`src/rtl/lsu_mc_if.sv`:
```
// Bundle between the LSU, the hart's execute stage and the data memory.
// slave = the LSU itself; master = the core/memory environment driving it.
interface lsu_mc_if #(
   parameter int ADDR_W = 32
);
   logic              i_req_valid;
   logic              o_req_ready;
   logic              i_req_wen;
   logic [2:0]        i_req_funct3;
   logic [ADDR_W-1:0] i_req_addr;
   logic [31:0]       i_req_wdata;
   logic              o_rsp_valid;
   logic [31:0]       o_rsp_rdata;
   logic              o_rsp_trap;
   logic              o_mem_req;
   logic              i_mem_ready;
   logic [ADDR_W-1:0] o_mem_addr;
   logic              o_mem_ren;
   logic              o_mem_wen;
   logic [31:0]       o_mem_wdata;
   logic [3:0]        o_mem_mask;
   logic              i_mem_valid;
   logic [31:0]       i_mem_rdata;

   modport slave (
      input  i_req_valid, i_req_wen, i_req_funct3, i_req_addr, i_req_wdata,
             i_mem_ready, i_mem_valid, i_mem_rdata,
      output o_req_ready, o_rsp_valid, o_rsp_rdata, o_rsp_trap,
             o_mem_req, o_mem_addr, o_mem_ren, o_mem_wen, o_mem_wdata, o_mem_mask
   );

   modport master (
      output i_req_valid, i_req_wen, i_req_funct3, i_req_addr, i_req_wdata,
             i_mem_ready, i_mem_valid, i_mem_rdata,
      input  o_req_ready, o_rsp_valid, o_rsp_rdata, o_rsp_trap,
             o_mem_req, o_mem_addr, o_mem_ren, o_mem_wen, o_mem_wdata, o_mem_mask
   );
endinterface

```
`src/rtl/lsu_mc.sv`:
```
// lsu_mc: multi-cycle load/store unit, one outstanding handshaked memory access.
// Optional macro LSU_MISALIGNED_SPLIT_EN: misaligned accesses are performed (word-crossers split in two).
module lsu_mc #(
   parameter int ADDR_W  = 32,
   parameter int TIMEOUT = 0
) (
   input logic     i_clk,
   input logic     i_rst,
   lsu_mc_if.slave bus
);
   localparam logic [2:0] S_IDLE  = 3'd0;
   localparam logic [2:0] S_REQ0  = 3'd1;
   localparam logic [2:0] S_WAIT0 = 3'd2;
   localparam logic [2:0] S_REQ1  = 3'd3;
   localparam logic [2:0] S_WAIT1 = 3'd4;
   localparam logic [2:0] S_RESP  = 3'd5;

   localparam int CW      = (TIMEOUT > 1) ? $clog2(TIMEOUT + 1) : 1;
   localparam int TO_LAST = (TIMEOUT > 0) ? TIMEOUT - 1 : 0;

   logic [2:0]        state;
   logic [ADDR_W-1:0] r_addr, mem_addr;
   logic [31:0]       r_wdata, r_rd0, mem_wdata, rsp_rdata;
   logic [1:0]        r_size;
   logic              r_uns, r_wen, r_cross, rsp_trap;
   logic [3:0]        mem_mask;
   logic [CW-1:0]     tcnt;

   function automatic logic [3:0] base_mask(input logic [1:0] sz);
      case (sz)
         2'd0:    return 4'b0001;
         2'd1:    return 4'b0011;
         default: return 4'b1111;
      endcase
   endfunction

   // Accept-time decode straight off the request so phase 0 is ready in REQ0.
   logic [1:0]  d_size, d_k;
   logic        d_illegal, d_fault, d_cross;
   logic [3:0]  d_mask0;
   logic [31:0] d_wdata0;

   always_comb begin
      d_size = bus.i_req_funct3[1:0];
      d_k    = bus.i_req_addr[1:0];
      if (bus.i_req_wen) d_illegal = bus.i_req_funct3[2] || (d_size == 2'd3);
      else               d_illegal = (d_size == 2'd3) || (bus.i_req_funct3 == 3'b110);
`ifdef LSU_MISALIGNED_SPLIT_EN
      d_fault = d_illegal;
      case (d_size)
         2'd0:    d_cross = 1'b0;
         2'd1:    d_cross = (d_k == 2'd3);
         default: d_cross = (d_k != 2'd0);
      endcase
`else
      d_fault = d_illegal || (d_size == 2'd1 && d_k[0]) || (d_size == 2'd2 && d_k != 2'd0);
      d_cross = 1'b0;
`endif
      d_mask0  = base_mask(d_size) << d_k;
      d_wdata0 = bus.i_req_wdata << {d_k, 3'b000};
   end

   // Phase-1 lanes are the bits that fell off the top of the phase-0 shift.
   logic [5:0]  hi_sh;
   logic [3:0]  p1_mask;
   logic [31:0] p1_wdata, ld_lo, ld_hi, joined, ld_ext;
   logic        to_hit;

   always_comb begin
      hi_sh    = 6'd32 - {1'b0, r_addr[1:0], 3'b000};
      p1_mask  = base_mask(r_size) >> (3'd4 - {1'b0, r_addr[1:0]});
      p1_wdata = r_wdata >> hi_sh;
      ld_lo    = r_cross ? r_rd0 : bus.i_mem_rdata;
      ld_hi    = r_cross ? bus.i_mem_rdata : 32'd0;
      joined   = (ld_lo >> {r_addr[1:0], 3'b000}) | (ld_hi << hi_sh);
      case (r_size)
         2'd0:    ld_ext = r_uns ? {24'd0, joined[7:0]}  : {{24{joined[7]}}, joined[7:0]};
         2'd1:    ld_ext = r_uns ? {16'd0, joined[15:0]} : {{16{joined[15]}}, joined[15:0]};
         default: ld_ext = joined;
      endcase
      to_hit = (TIMEOUT != 0) && (tcnt == CW'(TO_LAST));
   end

   always_ff @(posedge i_clk) begin
      if (i_rst) begin
         state     <= S_IDLE;
         r_addr    <= '0;
         r_wdata   <= '0;
         r_rd0     <= '0;
         r_size    <= '0;
         r_uns     <= 1'b0;
         r_wen     <= 1'b0;
         r_cross   <= 1'b0;
         mem_addr  <= '0;
         mem_wdata <= '0;
         mem_mask  <= '0;
         rsp_rdata <= '0;
         rsp_trap  <= 1'b0;
         tcnt      <= '0;
      end else begin
         rsp_rdata <= '0;
         rsp_trap  <= 1'b0;
         case (state)
            S_IDLE: if (bus.i_req_valid) begin
               r_addr  <= bus.i_req_addr;
               r_wdata <= bus.i_req_wdata;
               r_size  <= d_size;
               r_uns   <= bus.i_req_funct3[2];
               r_wen   <= bus.i_req_wen;
               r_cross <= d_cross;
               if (d_fault) begin
                  state    <= S_RESP;
                  rsp_trap <= 1'b1;
               end else begin
                  state     <= S_REQ0;
                  mem_addr  <= {bus.i_req_addr[ADDR_W-1:2], 2'b00};
                  mem_mask  <= d_mask0;
                  mem_wdata <= d_wdata0;
               end
            end
            S_REQ0, S_REQ1: if (bus.i_mem_ready) begin
               state     <= (state == S_REQ0) ? S_WAIT0 : S_WAIT1;
               mem_addr  <= '0;
               mem_mask  <= '0;
               mem_wdata <= '0;
               tcnt      <= '0;
            end
            S_WAIT0, S_WAIT1: begin
               if (bus.i_mem_valid) begin
                  if (state == S_WAIT0 && r_cross) begin
                     state     <= S_REQ1;
                     r_rd0     <= bus.i_mem_rdata;
                     mem_addr  <= {r_addr[ADDR_W-1:2], 2'b00} + ADDR_W'(4);
                     mem_mask  <= p1_mask;
                     mem_wdata <= p1_wdata;
                  end else begin
                     state     <= S_RESP;
                     rsp_rdata <= r_wen ? 32'd0 : ld_ext;
                  end
               end else if (to_hit) begin
                  // A timed-out phase-1 store leaves phase 0 written.
                  state    <= S_RESP;
                  rsp_trap <= 1'b1;
               end else begin
                  tcnt <= tcnt + 1'b1;
               end
            end
            S_RESP:  state <= S_IDLE;
            default: state <= S_IDLE;
         endcase
      end
   end

   assign bus.o_req_ready = (state == S_IDLE);
   assign bus.o_rsp_valid = (state == S_RESP);
   assign bus.o_rsp_rdata = rsp_rdata;
   assign bus.o_rsp_trap  = rsp_trap;
   assign bus.o_mem_req   = (state == S_REQ0) || (state == S_REQ1);
   assign bus.o_mem_ren   = bus.o_mem_req && !r_wen;
   assign bus.o_mem_wen   = bus.o_mem_req && r_wen;
   assign bus.o_mem_addr  = mem_addr;
   assign bus.o_mem_wdata = mem_wdata;
   assign bus.o_mem_mask  = mem_mask;
endmodule

```
`src/flat_wrapper.sv`:
```
// flat-port wrapper written by rule: the top's interface ports become plain ports
module lsu_mc_flat 
#(
   parameter int ADDR_W  = 32,
   parameter int TIMEOUT = 0
)
  (i_clk, i_rst, bus_i_req_valid, bus_i_req_wen, bus_i_req_funct3, bus_i_req_addr, bus_i_req_wdata, bus_i_mem_ready, bus_i_mem_valid, bus_i_mem_rdata, bus_o_req_ready, bus_o_rsp_valid, bus_o_rsp_rdata, bus_o_rsp_trap, bus_o_mem_req, bus_o_mem_addr, bus_o_mem_ren, bus_o_mem_wen, bus_o_mem_wdata, bus_o_mem_mask);
  lsu_mc_if #(.ADDR_W(ADDR_W)) bus_i ();
  input logic i_clk;
  input logic i_rst;
  input wire logic [$bits(bus_i.i_req_valid)-1:0] bus_i_req_valid;
  input wire logic [$bits(bus_i.i_req_wen)-1:0] bus_i_req_wen;
  input wire logic [$bits(bus_i.i_req_funct3)-1:0] bus_i_req_funct3;
  input wire logic [$bits(bus_i.i_req_addr)-1:0] bus_i_req_addr;
  input wire logic [$bits(bus_i.i_req_wdata)-1:0] bus_i_req_wdata;
  input wire logic [$bits(bus_i.i_mem_ready)-1:0] bus_i_mem_ready;
  input wire logic [$bits(bus_i.i_mem_valid)-1:0] bus_i_mem_valid;
  input wire logic [$bits(bus_i.i_mem_rdata)-1:0] bus_i_mem_rdata;
  output wire logic [$bits(bus_i.o_req_ready)-1:0] bus_o_req_ready;
  output wire logic [$bits(bus_i.o_rsp_valid)-1:0] bus_o_rsp_valid;
  output wire logic [$bits(bus_i.o_rsp_rdata)-1:0] bus_o_rsp_rdata;
  output wire logic [$bits(bus_i.o_rsp_trap)-1:0] bus_o_rsp_trap;
  output wire logic [$bits(bus_i.o_mem_req)-1:0] bus_o_mem_req;
  output wire logic [$bits(bus_i.o_mem_addr)-1:0] bus_o_mem_addr;
  output wire logic [$bits(bus_i.o_mem_ren)-1:0] bus_o_mem_ren;
  output wire logic [$bits(bus_i.o_mem_wen)-1:0] bus_o_mem_wen;
  output wire logic [$bits(bus_i.o_mem_wdata)-1:0] bus_o_mem_wdata;
  output wire logic [$bits(bus_i.o_mem_mask)-1:0] bus_o_mem_mask;
  assign bus_i.i_req_valid = bus_i_req_valid;
  assign bus_i.i_req_wen = bus_i_req_wen;
  assign bus_i.i_req_funct3 = bus_i_req_funct3;
  assign bus_i.i_req_addr = bus_i_req_addr;
  assign bus_i.i_req_wdata = bus_i_req_wdata;
  assign bus_i.i_mem_ready = bus_i_mem_ready;
  assign bus_i.i_mem_valid = bus_i_mem_valid;
  assign bus_i.i_mem_rdata = bus_i_mem_rdata;
  assign bus_o_req_ready = bus_i.o_req_ready;
  assign bus_o_rsp_valid = bus_i.o_rsp_valid;
  assign bus_o_rsp_rdata = bus_i.o_rsp_rdata;
  assign bus_o_rsp_trap = bus_i.o_rsp_trap;
  assign bus_o_mem_req = bus_i.o_mem_req;
  assign bus_o_mem_addr = bus_i.o_mem_addr;
  assign bus_o_mem_ren = bus_i.o_mem_ren;
  assign bus_o_mem_wen = bus_i.o_mem_wen;
  assign bus_o_mem_wdata = bus_i.o_mem_wdata;
  assign bus_o_mem_mask = bus_i.o_mem_mask;
  lsu_mc #(.ADDR_W(ADDR_W), .TIMEOUT(TIMEOUT)) u_core (.i_clk(i_clk), .i_rst(i_rst), .bus(bus_i));
endmodule
```
`config.mk`:
```
export PLATFORM = sky130hd
export DESIGN_NAME = lsu_mc_flat
export DESIGN_NICKNAME = d
export VERILOG_FILES = /design/src/rtl/lsu_mc_if.sv /design/src/rtl/lsu_mc.sv /design/src/flat_wrapper.sv
export SDC_FILE = /design/constraint.sdc
export NUM_CORES = 1
export LEC_CHECK = 0
export ABC_AREA = 0
export BUFFER_PORTS_ARGS = -buffer_cell sky130_fd_sc_hd__buf_2
export CAP_MARGIN = 30
export CORE_ASPECT_RATIO = 0.6
export CORE_UTILIZATION = 25
export DETAILED_ROUTE_END_ITERATION = 10
export PLACE_DENSITY_LB_ADDON = 0.05
export SLEW_MARGIN = 20
export SYNTH_ARGS = -nofsm -noshare
export SYNTH_HDL_FRONTEND = slang
export SYNTH_SLANG_ARGS = --single-unit
```
`constraint.sdc`:
```
create_clock -name i_clk -period 1.76 [get_ports i_clk]
set_input_delay 0.088 -clock i_clk [delete_from_list [all_inputs] [get_ports i_clk]]
set_output_delay 0.088 -clock i_clk [all_outputs]
set_load 0.01 [all_outputs]
```
* Word-level counts from Yosys, hierarchy flattened
Index checks and enable logic that the tools add are counted.
** Word-level totals
- Register bits :: 110
- Bits of input ports :: 105
- Output and inout bits :: 106
- Word-level logic and storage cells :: 79
** Cells by class
- $add $sub $neg :: 1
- Equal/unequal tests :: 14
- Shifts and indexed selects :: 4
- Muxes and demuxes :: 23
- Bitwise logic cells :: 5
- Reduce and logical (&&, ||, !) cells :: 22
** Operator list (count)
- $mux 32 :: 7
- $pmux 32 s2 :: 3
- $or 32x32->32 :: 1
- $shl 1x6->32 const A :: 1
- $shl 32x5->32 :: 1
- $shr 32x5->32 :: 1
- $pmux 4 s2 :: 2
- $mux 3 :: 5
- $mux 4 :: 3
- $eq 3x3->1 const B :: 3
- $pmux 3 s3 :: 1
- $ne 2x2->1 const B :: 4
- $eq 3x2->1 const B :: 2
- $reduce_and 6->1 :: 1
- $sub 6x5->6 const A :: 1
- $logic_or 1x1->1 :: 5
- $eq 2x1->1 const B :: 2
- $eq 2x2->1 const B :: 2
- $logic_and 1x1->1 :: 4
- $logic_not 2->1 :: 2
- $not 1->1 :: 4
- $reduce_or 2->1 :: 2
- $reduce_or 4->1 :: 1
- $shl 4x2->4 :: 1
- 9 further kinds :: 10

* Logic depth before layout (Yosys ltp)
- Depth in word-level cells :: 8
- Gate-level depth with buffers :: 7
- Mapped depth without buffers :: 5

* Worst setup path after synthesis
No wires, ideal clock.
- Path type :: register -> register
- From :: register u_core.r_addr[0]
- To :: register u_core.rsp_rdata[22] (netlist: u_core.bus.o_rsp_rdata[22])
- Setup time :: 0.126 ns
- Arrival time :: 1.741 ns
- Required time :: 1.634 ns
- Slack :: -0.107 ns
- Stages on the path, launching flop included :: 6
- Buffers on the path :: 2
- Period minus slack after synthesis :: 1.867 ns
- Cell sequence :: dfxtp_1 -> clkbuf_1 -> mux4_2 -> o2111ai_1 -> buf_2 -> o21ai_0
** On the way
- Word-level cells in the longest chain between the ends :: 5
- Elaborated cells on any way between the ends :: 7
- Classes of those cells :: 1 x add/sub; 2 x shift; 3 x mux; 1 x bitwise
** RTL lines
- from (decl) :: line lsu_mc.sv:22 : logic [ADDR_W-1:0] r_addr, mem_addr;
- from (signal assigned) :: line lsu_mc.sv:105 : r_addr <= bus.i_req_addr;
- $sub 6x5->6 :: line lsu_mc.sv:70 : hi_sh = 6'd32 - {1'b0, r_addr[1:0], 3'b000};
- $shl 1x6->32 :: line lsu_mc.sv:75 : joined = (ld_lo >> {r_addr[1:0], 3'b000}) | (ld_hi << hi_sh);
- $or 32x32->32 * :: line lsu_mc.sv:75
- $mux 32 (on tied branches) :: line lsu_mc.sv:78, lsu_mc.sv:77
- $pmux 32 s2 * :: line lsu_mc.sv:76 : case (r_size)
- to (signal assigned) :: line lsu_mc.sv:138 : rsp_rdata <= r_wen ? 32'd0 : ld_ext;
- to (decl) :: line lsu_mc.sv:23 : logic [31:0] r_wdata, r_rd0, mem_wdata, rsp_rdata;
Mark *: on every way between the ends. The rest lies on a longest branch, timed or not.
A chain may end at the register's enable or synchronous reset.

* Worst setup path in the final report
- From :: register u_core.state[0]
- To :: register u_core.rsp_rdata[1] (netlist: u_core.bus.o_rsp_rdata[1])
** On the way
- Word-level cells in the longest chain between the ends :: 4
- Elaborated cells on any way between the ends :: 5
- Classes of those cells :: 2 x eq/ne; 1 x bitwise; 2 x reduce/logical
** RTL lines
- from (decl) :: line lsu_mc.sv:21 : logic [2:0] state;
- from (signal assigned) :: line lsu_mc.sv:122 : state <= (state == S_REQ0) ? S_WAIT0 : S_WAIT1;
- $eq 3x3->1 or $eq 3x2->1 (tied branches)
- $reduce_or 2->1 * :: line lsu_mc.sv:103 : case (state)
- $not 1->1 (no line) *
- $reduce_or 4->1 (no line) *
Marked as above.

==> run summary <==
Crit Path Category -> reg2reg
Max FO, Critical Path -> 7
Vias per Instance -> 4.73
Final HPWL DP -> 13800 um
area leader, netlist -> dfxtp_1
Ant. Diodes -> 0
tightest hold margin -> 0.0156 ns
PwrDens -> 922 nW/um^2
Critical Path End Type -> register
antenna violations before repair -> 0
post-synthesis cell area -> 4820 um^2
Setup Skew -> 0.0114 ns
vias in the first global route -> 4789
outcome -> completed
achievable frequency -> 590 MHz
#FFs+latches synth -> 108
top-count cell post-synth -> dfxtp_1
die height -> 110 um
all-layer global routing usage -> 18.3%
Peak VDD IR -> 0.496 mV
Cell variety after synth -> 47
WP data required -> 2.01 ns
Seq/Total Area, Yosys -> 44.9%
first-pass GRT wire length -> 27500 um
Slew Limit Fails -> 0
Slew @ Worst Pin -> 0.570 ns
synth warn -> 0
Vias -> 4980
CP startpoint kind -> register
detailed-route wire length per cell -> 17.6 um
Fillers -> 1933
layout cells sized above 1 -> 35.8%
die width -> 181 um
CTS tree -> built
violation count after the first detailed-route iteration -> 318
final hold violation count -> 0
H-tree depth -> 3
CTS Buf Count -> 9
CTS Sinks -> 108
Finish-stage setup viols -> 0
DR DRC count -> 0
number of max-cap violations -> 0
core area -> 18400 um^2
Hold Crit Class -> in2reg
RSZ-0062 raised after global routing -> false
top_reg_cell synth -> dfxtp_1
clk buf depth -> 2
Initial Util -> 26.1%
Clk pin slew, worst setup/hold paths -> 0.08 ns
number of flops mapped to enable cells by yosys -> 0
Final Cycle Share -> 96.4%
Synth area leaders -> dfxtp_1 45%, mux2i_1 9.8%, o21ai_0 7.9%, nand2_1 6.3%, a21oi_1 4.3%
average cell area after synthesis -> 8.57 um^2
Die ar. -> 19800 um^2
Area growth syn-to-layout -> 45.4%
top cells by count, synth -> 108 x dfxtp_1, 81 x nand2_1, 76 x o21ai_0
Pleak -> 3.17 nW
WL final -> 18500 um
arrival time worst endpoint -> 1.95 ns
final std cells w/o fill -> 1052
placed cells -> 1000
IO buf count -> 208
clk root buf -> clkbuf_16
Detailed Routing Iterations Pass 1 -> 5
total grt overflow -> 0
Antenna Nets Post-Route -> 0
gp weighted congestion -> 0.852
largest net degree at the start of global routing -> 53
min Tclk post-route -> 1.70 ns
Final nets -> 912
Async SR Flop Fraction -> 0%
Slew HR -> 62.0%
clk_lat worst skew -> 0.35 ns
num rows -> 38
Cells after Synth -> 562
top-area cell type share of the netlist area -> 44.9%
Ports -> 211
[worst max-delay path, cell delays in order (launching register included)]
cell and delay [ns]:
dfxtp_1 0.35, or4b_4 0.55, or2_2 0.36, buf_12 0.15, a211oi_1 0.19
[cell usage in the layout (no fill, tap or decap), types with 2 or more instances in the layout]
master / netlist / layout
a211oi_2: 0 / 4
o21ai_0: 76 / 76
mux2_2: 9 / 9
buf_4: 2 / 29
nand4_1: 17 / 17
a211oi_1: 22 / 18
nor3_1: 3 / 3
inv_1: 3 / 3
nor2b_1: 12 / 11
buf_6: 3 / 4
dfxtp_1: 108 / 107
clkinv_4: 0 / 3
nand2_1: 81 / 80
o211ai_1: 12 / 12
conb_1: 1 / 2
and2_1: 11 / 11
dlygate4sd3_1: 0 / 34
nor2_1: 41 / 41
nor4_2: 2 / 2
a21oi_1: 41 / 41
nand2b_1: 3 / 3
buf_2: 9 / 208
clkbuf_16: 0 / 9
buf_12: 0 / 6
mux2i_1: 47 / 47
[power breakdown]
part	internal [mW]	total (mW)	switching, mW
clock network	1.02	2.00	0.979
logic	0.739	1.76	1.02
registers	2.60	2.70	0.0972
[metal layers]
metal  track usage [%]  up-vias  share of wire, %
met2              24.5      187                38
met1              28.4     2322                53
li1                  -     2463                 -
met4              3.39        0              0.52
met3              4.77        8               7.7
met5                 0        -                 0
[flip-flops by register name, summed over array words and instances, names as in the netlist]
signal and cells:
u_core.bus.o_rsp_rdata 32, u_core.bus.o_mem_addr 30, u_core.bus.o_rsp_trap 1, u_core.bus.o_mem_wdata 32
u_core.r_wen 1, u_core.bus.o_mem_mask 4, u_core.state 3, u_core.r_uns 1
u_core.r_addr 2, u_core.r_size 2
[path summary, 6_finish.rpt]
path / to / start / depth (start not counted) / slack [ns]
max: u_core.bus.o_rsp_rdata[1]$_SDFF_PP0_ / u_core.state[0]$_SDFFE_PP0P_ / 4 / 0.06
min: u_core.bus.o_mem_addr[20]$_SDFFE_PP0P_ / bus_i_req_addr[20] / 3 / 0.02
max reg2reg: u_core.bus.o_rsp_rdata[1]$_SDFF_PP0_ / u_core.state[0]$_SDFFE_PP0P_ / 4 / 0.06
min reg2reg: u_core.bus.o_mem_wdata[14]$_SDFFE_PP0P_ / u_core.bus.o_mem_wdata[14]$_SDFFE_PP0P_ / 2 / 0.46
[stage by stage]
stage / utilization, % / power [mW] / instance area [um^2] / setup slack [ns] / TNS, ns
final: 38.0 / 6.45 / 7000 / 0.0641 / 0
after global routing: 38.0 / 6.79 / 7000 / 0.000310 / 0
after CTS: 37.8 / 6.52 / 6970 / 0.0246 / 0
after detailed placement: 34.1 / 4.41 / 6300 / -0.153 / -3.99
after global placement: 34.1 / 4.39 / 6300 / -0.118 / -3.07
after floorplan: - / 3.64 / 4830 / 0.00866 / 0
[logic make-up after synthesis]
kind of cell	synth area share, %
flops	44.9
xor+xnor	0.364
other cells	0.0778
mux	12.3
buf+inv	4.93
simple gates	18.0
compound gates	19.4
[layout make-up]
class | instances | area [um^2] | area share, %
multi-input cells | 403 | 2470 | 35.3
flip-flops and latches | 108 | 2160 | 30.9
repair buffers | 281 | 1760 | 25.2
well taps | 240 | 300 | 4.29
clock buffers | 11 | 243 | 3.47
clock inverters | 5 | 45.0 | 0.643
inverters | 4 | 15.0 | 0.214
[repair_timing]
item                                   CTS  global route
endpoints found under the hold margin   34             0
gates resized for setup                 10             7
hold buffers                            34             0
setup endpoints to repair               47            22
buffers inserted                         1             0
cloned                                   1             0
pin swaps                                0             3
Note: power is estimated with default switching activity, not from simulation.
